### src/rtl/input_debounce_pkg.sv
// Shared constants for the switch/key input conditioner and the simple I/O read-byte packing.
// Also holds small counter-width helpers used by the debounce top and channel.
package input_debounce_pkg;

    localparam int unsigned DEBOUNCE_TICK_DIV_DEF = 50000;
    localparam int unsigned DEBOUNCE_TICKS_DEF    = 4;
    localparam int unsigned DEBOUNCE_NCH_DEF      = 8;

    // Bit positions of the switch and key fields in the simple I/O read byte.
    localparam int unsigned SW_LSB  = 4;
    localparam int unsigned KEY_LSB = 0;

    function automatic int unsigned tick_cnt_width(input int unsigned div);
        return (div > 1) ? $clog2(div) : 1;
    endfunction

    function automatic int unsigned debounce_cnt_width(input int unsigned ticks);
        return $clog2(ticks) + 1;
    endfunction

endpackage

### src/rtl/input_debounce_channel.sv
// One debounce channel: two-flop synchroniser, tick-qualified agreement counter,
// stable level flop and registered one-cycle rise/fall pulses.
module debounce_channel
    import input_debounce_pkg::*;
#(
    parameter int unsigned DEBOUNCE_TICKS = DEBOUNCE_TICKS_DEF,
    parameter logic        INIT_LEVEL     = 1'b0
) (
    input  logic clk,
    input  logic rst,
    input  logic raw,
    input  logic tick,
    output logic stable,
    output logic rise,
    output logic fall
);

    localparam int unsigned    CW       = debounce_cnt_width(DEBOUNCE_TICKS);
    localparam logic [CW-1:0]  CNT_LAST = CW'(DEBOUNCE_TICKS - 1);

    logic          sync0;
    logic          sync1;
    logic          stable_prev;
    logic [CW-1:0] cnt;

    always_ff @(posedge clk or negedge rst) begin
        if (!rst) begin
            sync0       <= INIT_LEVEL;
            sync1       <= INIT_LEVEL;
            stable      <= INIT_LEVEL;
            stable_prev <= INIT_LEVEL;
            cnt         <= '0;
            rise        <= 1'b0;
            fall        <= 1'b0;
        end else begin
            sync0       <= raw;
            sync1       <= sync0;
            stable_prev <= stable;
            // Pulses trail the stable change by one cycle; reset loads both flops equal.
            rise        <= stable & ~stable_prev;
            fall        <= ~stable & stable_prev;
            if (tick) begin
                if (sync1 == stable) begin
                    cnt <= '0;
                end else if (cnt == CNT_LAST) begin
                    stable <= sync1;
                    cnt    <= '0;
                end else begin
                    cnt <= cnt + 1'b1;
                end
            end
        end
    end

endmodule

### src/rtl/input_debounce.sv
// Switch/key input conditioner: shared sample tick plus N_CH debounce channels.
// Define INPUT_DEBOUNCE_EVT_LATCH_EN to build the sticky rise-event register.
module input_debounce
    import input_debounce_pkg::*;
#(
    parameter int unsigned     N_CH           = DEBOUNCE_NCH_DEF,
    parameter int unsigned     TICK_DIV       = DEBOUNCE_TICK_DIV_DEF,
    parameter int unsigned     DEBOUNCE_TICKS = DEBOUNCE_TICKS_DEF,
    parameter logic [N_CH-1:0] INIT_LEVEL     = '0
) (
    input  logic            clk,
    input  logic            rst,
    input  logic [N_CH-1:0] raw_in,
    output logic [N_CH-1:0] stable,
    output logic [N_CH-1:0] rise,
    output logic [N_CH-1:0] fall,
    output logic            tick,
    input  logic [N_CH-1:0] evt_clr,
    output logic [N_CH-1:0] evt_latched
);

    localparam int unsigned   TW        = tick_cnt_width(TICK_DIV);
    localparam logic [TW-1:0] TICK_LAST = TW'(TICK_DIV - 1);

    logic [TW-1:0] tick_cnt;
    logic [TW-1:0] tick_cnt_next;

    always_comb begin
        tick_cnt_next = (tick_cnt == TICK_LAST) ? '0 : tick_cnt + 1'b1;
    end

    // tick is registered so it is high exactly while tick_cnt sits at TICK_LAST.
    always_ff @(posedge clk or negedge rst) begin
        if (!rst) begin
            tick_cnt <= '0;
            tick     <= 1'b0;
        end else begin
            tick_cnt <= tick_cnt_next;
            tick     <= (tick_cnt_next == TICK_LAST);
        end
    end

    for (genvar i = 0; i < N_CH; i++) begin : g_ch
        debounce_channel #(
            .DEBOUNCE_TICKS (DEBOUNCE_TICKS),
            .INIT_LEVEL     (INIT_LEVEL[i])
        ) u_ch (
            .clk    (clk),
            .rst    (rst),
            .raw    (raw_in[i]),
            .tick   (tick),
            .stable (stable[i]),
            .rise   (rise[i]),
            .fall   (fall[i])
        );
    end

`ifdef INPUT_DEBOUNCE_EVT_LATCH_EN
    // Set dominates clear so a rise coinciding with a clear is not lost.
    always_ff @(posedge clk or negedge rst) begin
        if (!rst) begin
            evt_latched <= '0;
        end else begin
            evt_latched <= (evt_latched & ~evt_clr) | rise;
        end
    end
`else
    logic unused_evt_clr;
    assign unused_evt_clr = ^evt_clr;
    assign evt_latched    = '0;
`endif

endmodule

### config.mk
export PLATFORM = sky130hd
export DESIGN_NAME = input_debounce
export DESIGN_NICKNAME = d
export VERILOG_FILES = /design/src/rtl/input_debounce_pkg.sv /design/src/rtl/input_debounce_channel.sv /design/src/rtl/input_debounce.sv
export SDC_FILE = /design/constraint.sdc
export NUM_CORES = 1
export LEC_CHECK = 0
export ABC_AREA = 1
export BUFFER_PORTS_ARGS = -buffer_cell sky130_fd_sc_hd__buf_4
export CORE_MARGIN = 3
export CORE_UTILIZATION = 40
export CTS_CLUSTER_SIZE = 30
export DETAILED_ROUTE_END_ITERATION = 16
export PLACE_DENSITY = 0.61
export SYNTH_ARGS = -nofsm -noshare
export SYNTH_HDL_FRONTEND = slang
export SYNTH_SLANG_ARGS = --single-unit
### constraint.sdc
create_clock -name clk -period 1.9 [get_ports clk]
set_input_delay 0.38 -clock clk [delete_from_list [all_inputs] [get_ports clk]]
set_output_delay 0.38 -clock clk [all_outputs]
set_load 0.1 [all_outputs]
# [Word-level counts from Yosys, hierarchy flattened]
# Cells that the tools add are included.
[totals] in_bits=18 regBits=89
[classes] mux=17 eq_ne=18 bitwise_logic=40 add_sub_neg=9 reduce_logical=8
[op_table] operator="$mux 3" n=16
[op_table] operator="$eq 16x16->1 const B" n=2
[op_table] operator="$add 3x1->3 const B" n=8
[op_table] operator="$eq 3x2->1 const B" n=8
[op_table] operator="$not 1->1" n=24
[op_table] operator="$reduce_and 3->1" n=8
[op_table] operator="$add 16x1->16 const B" n=1
[op_table] operator="$and 1x1->1" n=16
[op_table] operator="$mux 16" n=1
[op_table] operator="$eq 1x1->1" n=8

# [Depth between registers and ports, before layout]
[depth] word_depth=3 mapped_depth=11 depth_no_buf=11

# [Modules after synthesis]
# From an unflattened synthesis, not the netlist that was laid out.
[unflattened] hier_cells=434 area_unflattened_um2=3896.2
[by_module_without_submodules] mod="debounce_channel" instances=8 cells_each=34 area_per_inst_um2=345.3
[by_module_without_submodules] mod="input_debounce" instances=1 cells_each=162 area_per_inst_um2=1133.6

# [Worst setup path after synthesis]
# OpenSTA, ideal clock, no wires.
[synth_timing] kind="reg2reg" start="register tick" end="register g_ch[4].u_ch.cnt[0]" path_slack_ns=0.092 arrival_time_ns=1.726 setup_time_ns=0.082 synth_period_minus_slack_ns=1.808 path_stages_with_launch=5 path_cell_list="dfrtp_1 -> clkbuf_1 -> clkbuf_1 -> nand3_1 -> o22ai_1"
[synth_lines] element="start: declaration" line_no="input_debounce.sv:17" source="output logic tick,"
[synth_lines] element="start signal: assignment" line_no="input_debounce.sv:39" source="tick <= (tick_cnt_next == TICK_LAST);"
[synth_lines] element="end signal: assignment" line_no="input_debounce_channel.sv:49" source="cnt <= cnt + 1'b1;"
[synth_lines] element="end: declaration" line_no="input_debounce_channel.sv:24" source="logic [CW-1:0] cnt;"

# [Worst setup path in the final report]
[layout_timing] start="register tick_cnt[0]" end="register tick"
[layout_via] elab_chain_len=3 word_cells_on_any_way=4 cone_classes="add/sub: 1; eq/ne: 2; mux: 1"
[layout_rtl] element="start: declaration" line_no="input_debounce.sv:25" source="logic [TW-1:0] tick_cnt;"
[layout_rtl] element="start signal: assignment" line_no="input_debounce.sv:38" source="tick_cnt <= tick_cnt_next;"
[layout_rtl] element="$add 16x1->16 or $eq 16x16->1 (tied branches)" line_no="input_debounce.sv:29" source="tick_cnt_next = (tick_cnt == TICK_LAST) ? '0 : tick_cnt + 1'b1;"
[layout_rtl] element="$mux 16 (*)" line_no="input_debounce.sv:29"
[layout_rtl] element="$eq 16x16->1 (*)" line_no="input_debounce.sv:39"
# Mark *: on every way between the ends. The rest lies on a longest branch, timed or not.
# A chain may end at the register's enable or synchronous reset.

==> flow_metrics.tcl <==
set metrics [dict create \
    track_usage_pct 11.7 \
    finalMaxSlewViolations 0 \
    grt_max_degree 49 \
    synth.largest_area_cell "dfrtp_1" \
    cts_buffers 9 \
    port_buffers 34 \
    fin_hold_ws_ps -7.43 \
    drive_above_1_share_pct 17.0 \
    htreeDepth 3 \
    ant_nets 0 \
    cp_data_arrival_time_ps 1860 \
    die_x_um 105 \
    die_area_mm2 0.0111 \
    hold_class "in -> async" \
    root_buffer "clkbuf_8" \
    synth.avg_cell_area_um2 9.33 \
    place_hpwl_um 4330 \
    cp_slowest_stage_delay_ps 400 \
    vias_per_cell 4.42 \
    synth_seq_area_share_pct 56.5 \
    drt_iter0_drc 96 \
    period_share_pct 82.7 \
    tns_ps 0 \
    setup_viol 0 \
    fin_crit_ps 1570 \
    initial_core_util_pct 41.9 \
    path_common_cell "nand2_1" \
    start_kind "flip-flop" \
    cts_resized 0 \
    gp_congestion 0.799 \
    drc 0 \
    worst_pin_slew_ps 521 \
    hold_viol_final 4 \
    antenna_cells 0 \
    max-cap-violations 0 \
    cts_tree "done" \
    grt_pass1_wl_um 10700 \
    grt_antenna_before_repair 0 \
    fmax_ghz 0.636 \
    status "complete, but fails checks" \
    clock_latency_ps 350 \
    critPathKind "reg -> reg" \
    totalWireLength_um 6020 \
    fillCellCount 896 \
    die_h_um 105 \
    rsz0062_at_grt "no" \
    yosysWarnings 0 \
    post-cts-setup-buffer-count 0 \
    rows 35 \
    dp.cells 561 \
    io_pins 51 \
    synth_cell_types 27 \
    cts_sinks 89 \
    first_pass_iters 4 \
    overflow 0 \
    crit_chain "ha_1 -> nand2_1 -> inv_1 -> nor3_1 -> nand2_1 -> nor2_2 -> nand3_2 -> nor2_1 -> nand2_1 -> nor2_2" \
    fin_nets 470 \
    clock_path_buffers 2 \
    max-slew-margin-rel_pct 65.3 \
    path_buf_inv 1 \
    drt-wirelength-per-cell_um 10.4 \
    power_density_mw_per_mm2 741 \
    ys_ff_latch 89 \
    leakage_nw 2.29 \
    grt_pass1_vias 2478 \
    area_growth_pct 10.5 \
    crit_required_ps 2180 \
    utilization_pct 46.3 \
    failed_checks "hold timing" \
    dr_total_vias 2552 \
    ir_drop_uv 311 \
    finClkSkew_ps 12.0 \
    crit_path_end_kind "flip-flop" \
    core_area_mm2 0.00942 \
    synthTopCellsByArea "dfrtp_1 56%, inv_1 7.4%, buf_4 6.1%" \
    synthCells 423 \
    yosysTopAreaCellShare_pct 56.5 \
    crit_family "simple AND/OR/NAND/NOR gates" \
    clkTransAtPathRegs_ps 90 \
    stdcell_count 577 \
    synthesis.area_mm2 0.00395 \
    critPathMaxFanout 3 \
    holdBufCountCts 0 \
    cp_slowest_cell "dfrtp_1" \
]
==> state kept, by name, summed over array words and instances (netlist names) <==
register	count
g_ch.u_ch.rise	8
g_ch.u_ch.fall	8
tick_cnt	16
g_ch.u_ch.sync1	8
g_ch.u_ch.stable_prev	8
g_ch.u_ch.cnt	24
g_ch.u_ch.sync0	8
g_ch.u_ch.stable	8
tick	1
==> layout by cell type, fill, tap and decap left out, types with 2 or more instances in the layout <==
cell and count:
clkbuf_8 10, inv_2 3, conb_1 8, ha_1 9, a21boi_0 8, nor2_4 3
inv_1 78, dfrtp_1 89, xnor2_1 6, nand3_2 2, buf_4 38, nand2_1 60
nor2_2 3, nand3_1 26, xor2_1 4, o21ai_0 10, nand4_1 6, clkinv_4 2
o21bai_1 3, o22ai_1 14, nand2_2 3, or2_2 6, nor2_1 47
==> worst reg2reg max path, cell delays in order, from the launching register on <==
cell and delay [ps]:
dfrtp_1 400, ha_1 240, nand2_1 140, inv_1 90, nor3_1 130, nand2_1 90
nor2_2 110, nand3_2 60, nor2_1 110, nand2_1 70, nor2_2 90
==> cells in the mapped netlist <==
library cell	instances
nand3_1	26
or2_2	6
nand3_2	2
nor2_1	47
clkbuf_1	5
o22ai_1	14
a21boi_0	8
nand4_1	6
buf_4	32
nor2_2	3
o21ai_0	10
ha_1	9
nand2_2	3
a21oi_2	1
inv_2	3
xnor2_1	6
nand2_1	60
a21oi_1	1
o21ai_2	1
conb_1	1
inv_1	78
nor3_1	1
nor2_4	3
xor2_1	4
o21ai_1	1
o21bai_1	3
dfrtp_1	89
==> metal layers <==
metal	track usage (%)	vias to the layer above	share of wire, %
li1	-	1301	-
met1	14.7	1199	47
met2	19.3	42	48
met3	3.43	10	4.1
met4	3.84	0	1.6
met5	0	-	0
==> where the power goes <==
part           internal [W]  total, W  switching (W)
Sequential          0.00191   0.00192     0.00000765
Combinational     0.0000298  0.000146       0.000116
Clock              0.000519   0.00117       0.000650
Total               0.00246   0.00323       0.000774
==> area by class of cell <==
cell class / count / area (um^2) / share of cell area, %
Clock buffer: 11 / 141 / 3.24
Tap cell: 129 / 161 / 3.70
Sequential cell: 89 / 2230 / 51.1
Timing Repair Buffer: 39 / 305 / 7.00
Multi-Input combinational cell: 223 / 1180 / 27.1
Inverter: 81 / 304 / 6.97
Clock inverter: 5 / 38.8 / 0.890
==> final timing paths <==
kind,from,end,slack [ps],cells after the start
max in group asynchronous,rst,tick_cnt[3],1330,2
max reg2reg,tick_cnt[0],tick,330,10
min reg2reg,g_ch[1].u_ch.sync0,g_ch[1].u_ch.sync1,340,0
max,tick_cnt[0],tick,330,10
min in group clk,raw_in[2],g_ch[2].u_ch.sync0,130,1
min,rst,g_ch[2].u_ch.stable,-7,1
==> stage by stage <==
step	total power (W)	hold WS, ps	area (um^2)	setup WS, ps
2_1_floorplan	0.00205	84.4	3970	92.0
6_report	0.00323	-7.43	4360	329
3_3_place_gp	0.00210	333	4180	324
4_1_cts	0.00330	7.73	4360	300
3_5_place_dp	0.00211	337	4180	310
5_1_grt	0.00340	23.1	4360	177
==> kinds of logic (layout without fill, tap and decap cells) <==
| kind of cell | after synthesis | in the layout | synth area share, % |
|---|---|---|---|
| AO/OA/AOI/OAI | 39 | 39 | 6.28 |
| other | 1 | 8 | 0.0951 |
| buffers and inverters | 118 | 136 | 14.3 |
| flip-flops | 89 | 89 | 56.5 |
| adder cells (fa/ha/maj) | 9 | 9 | 2.85 |
| XOR/XNOR | 10 | 10 | 2.22 |
| AND/OR/NAND/NOR | 157 | 157 | 17.8 |
(Power assumes the default switching activity.)
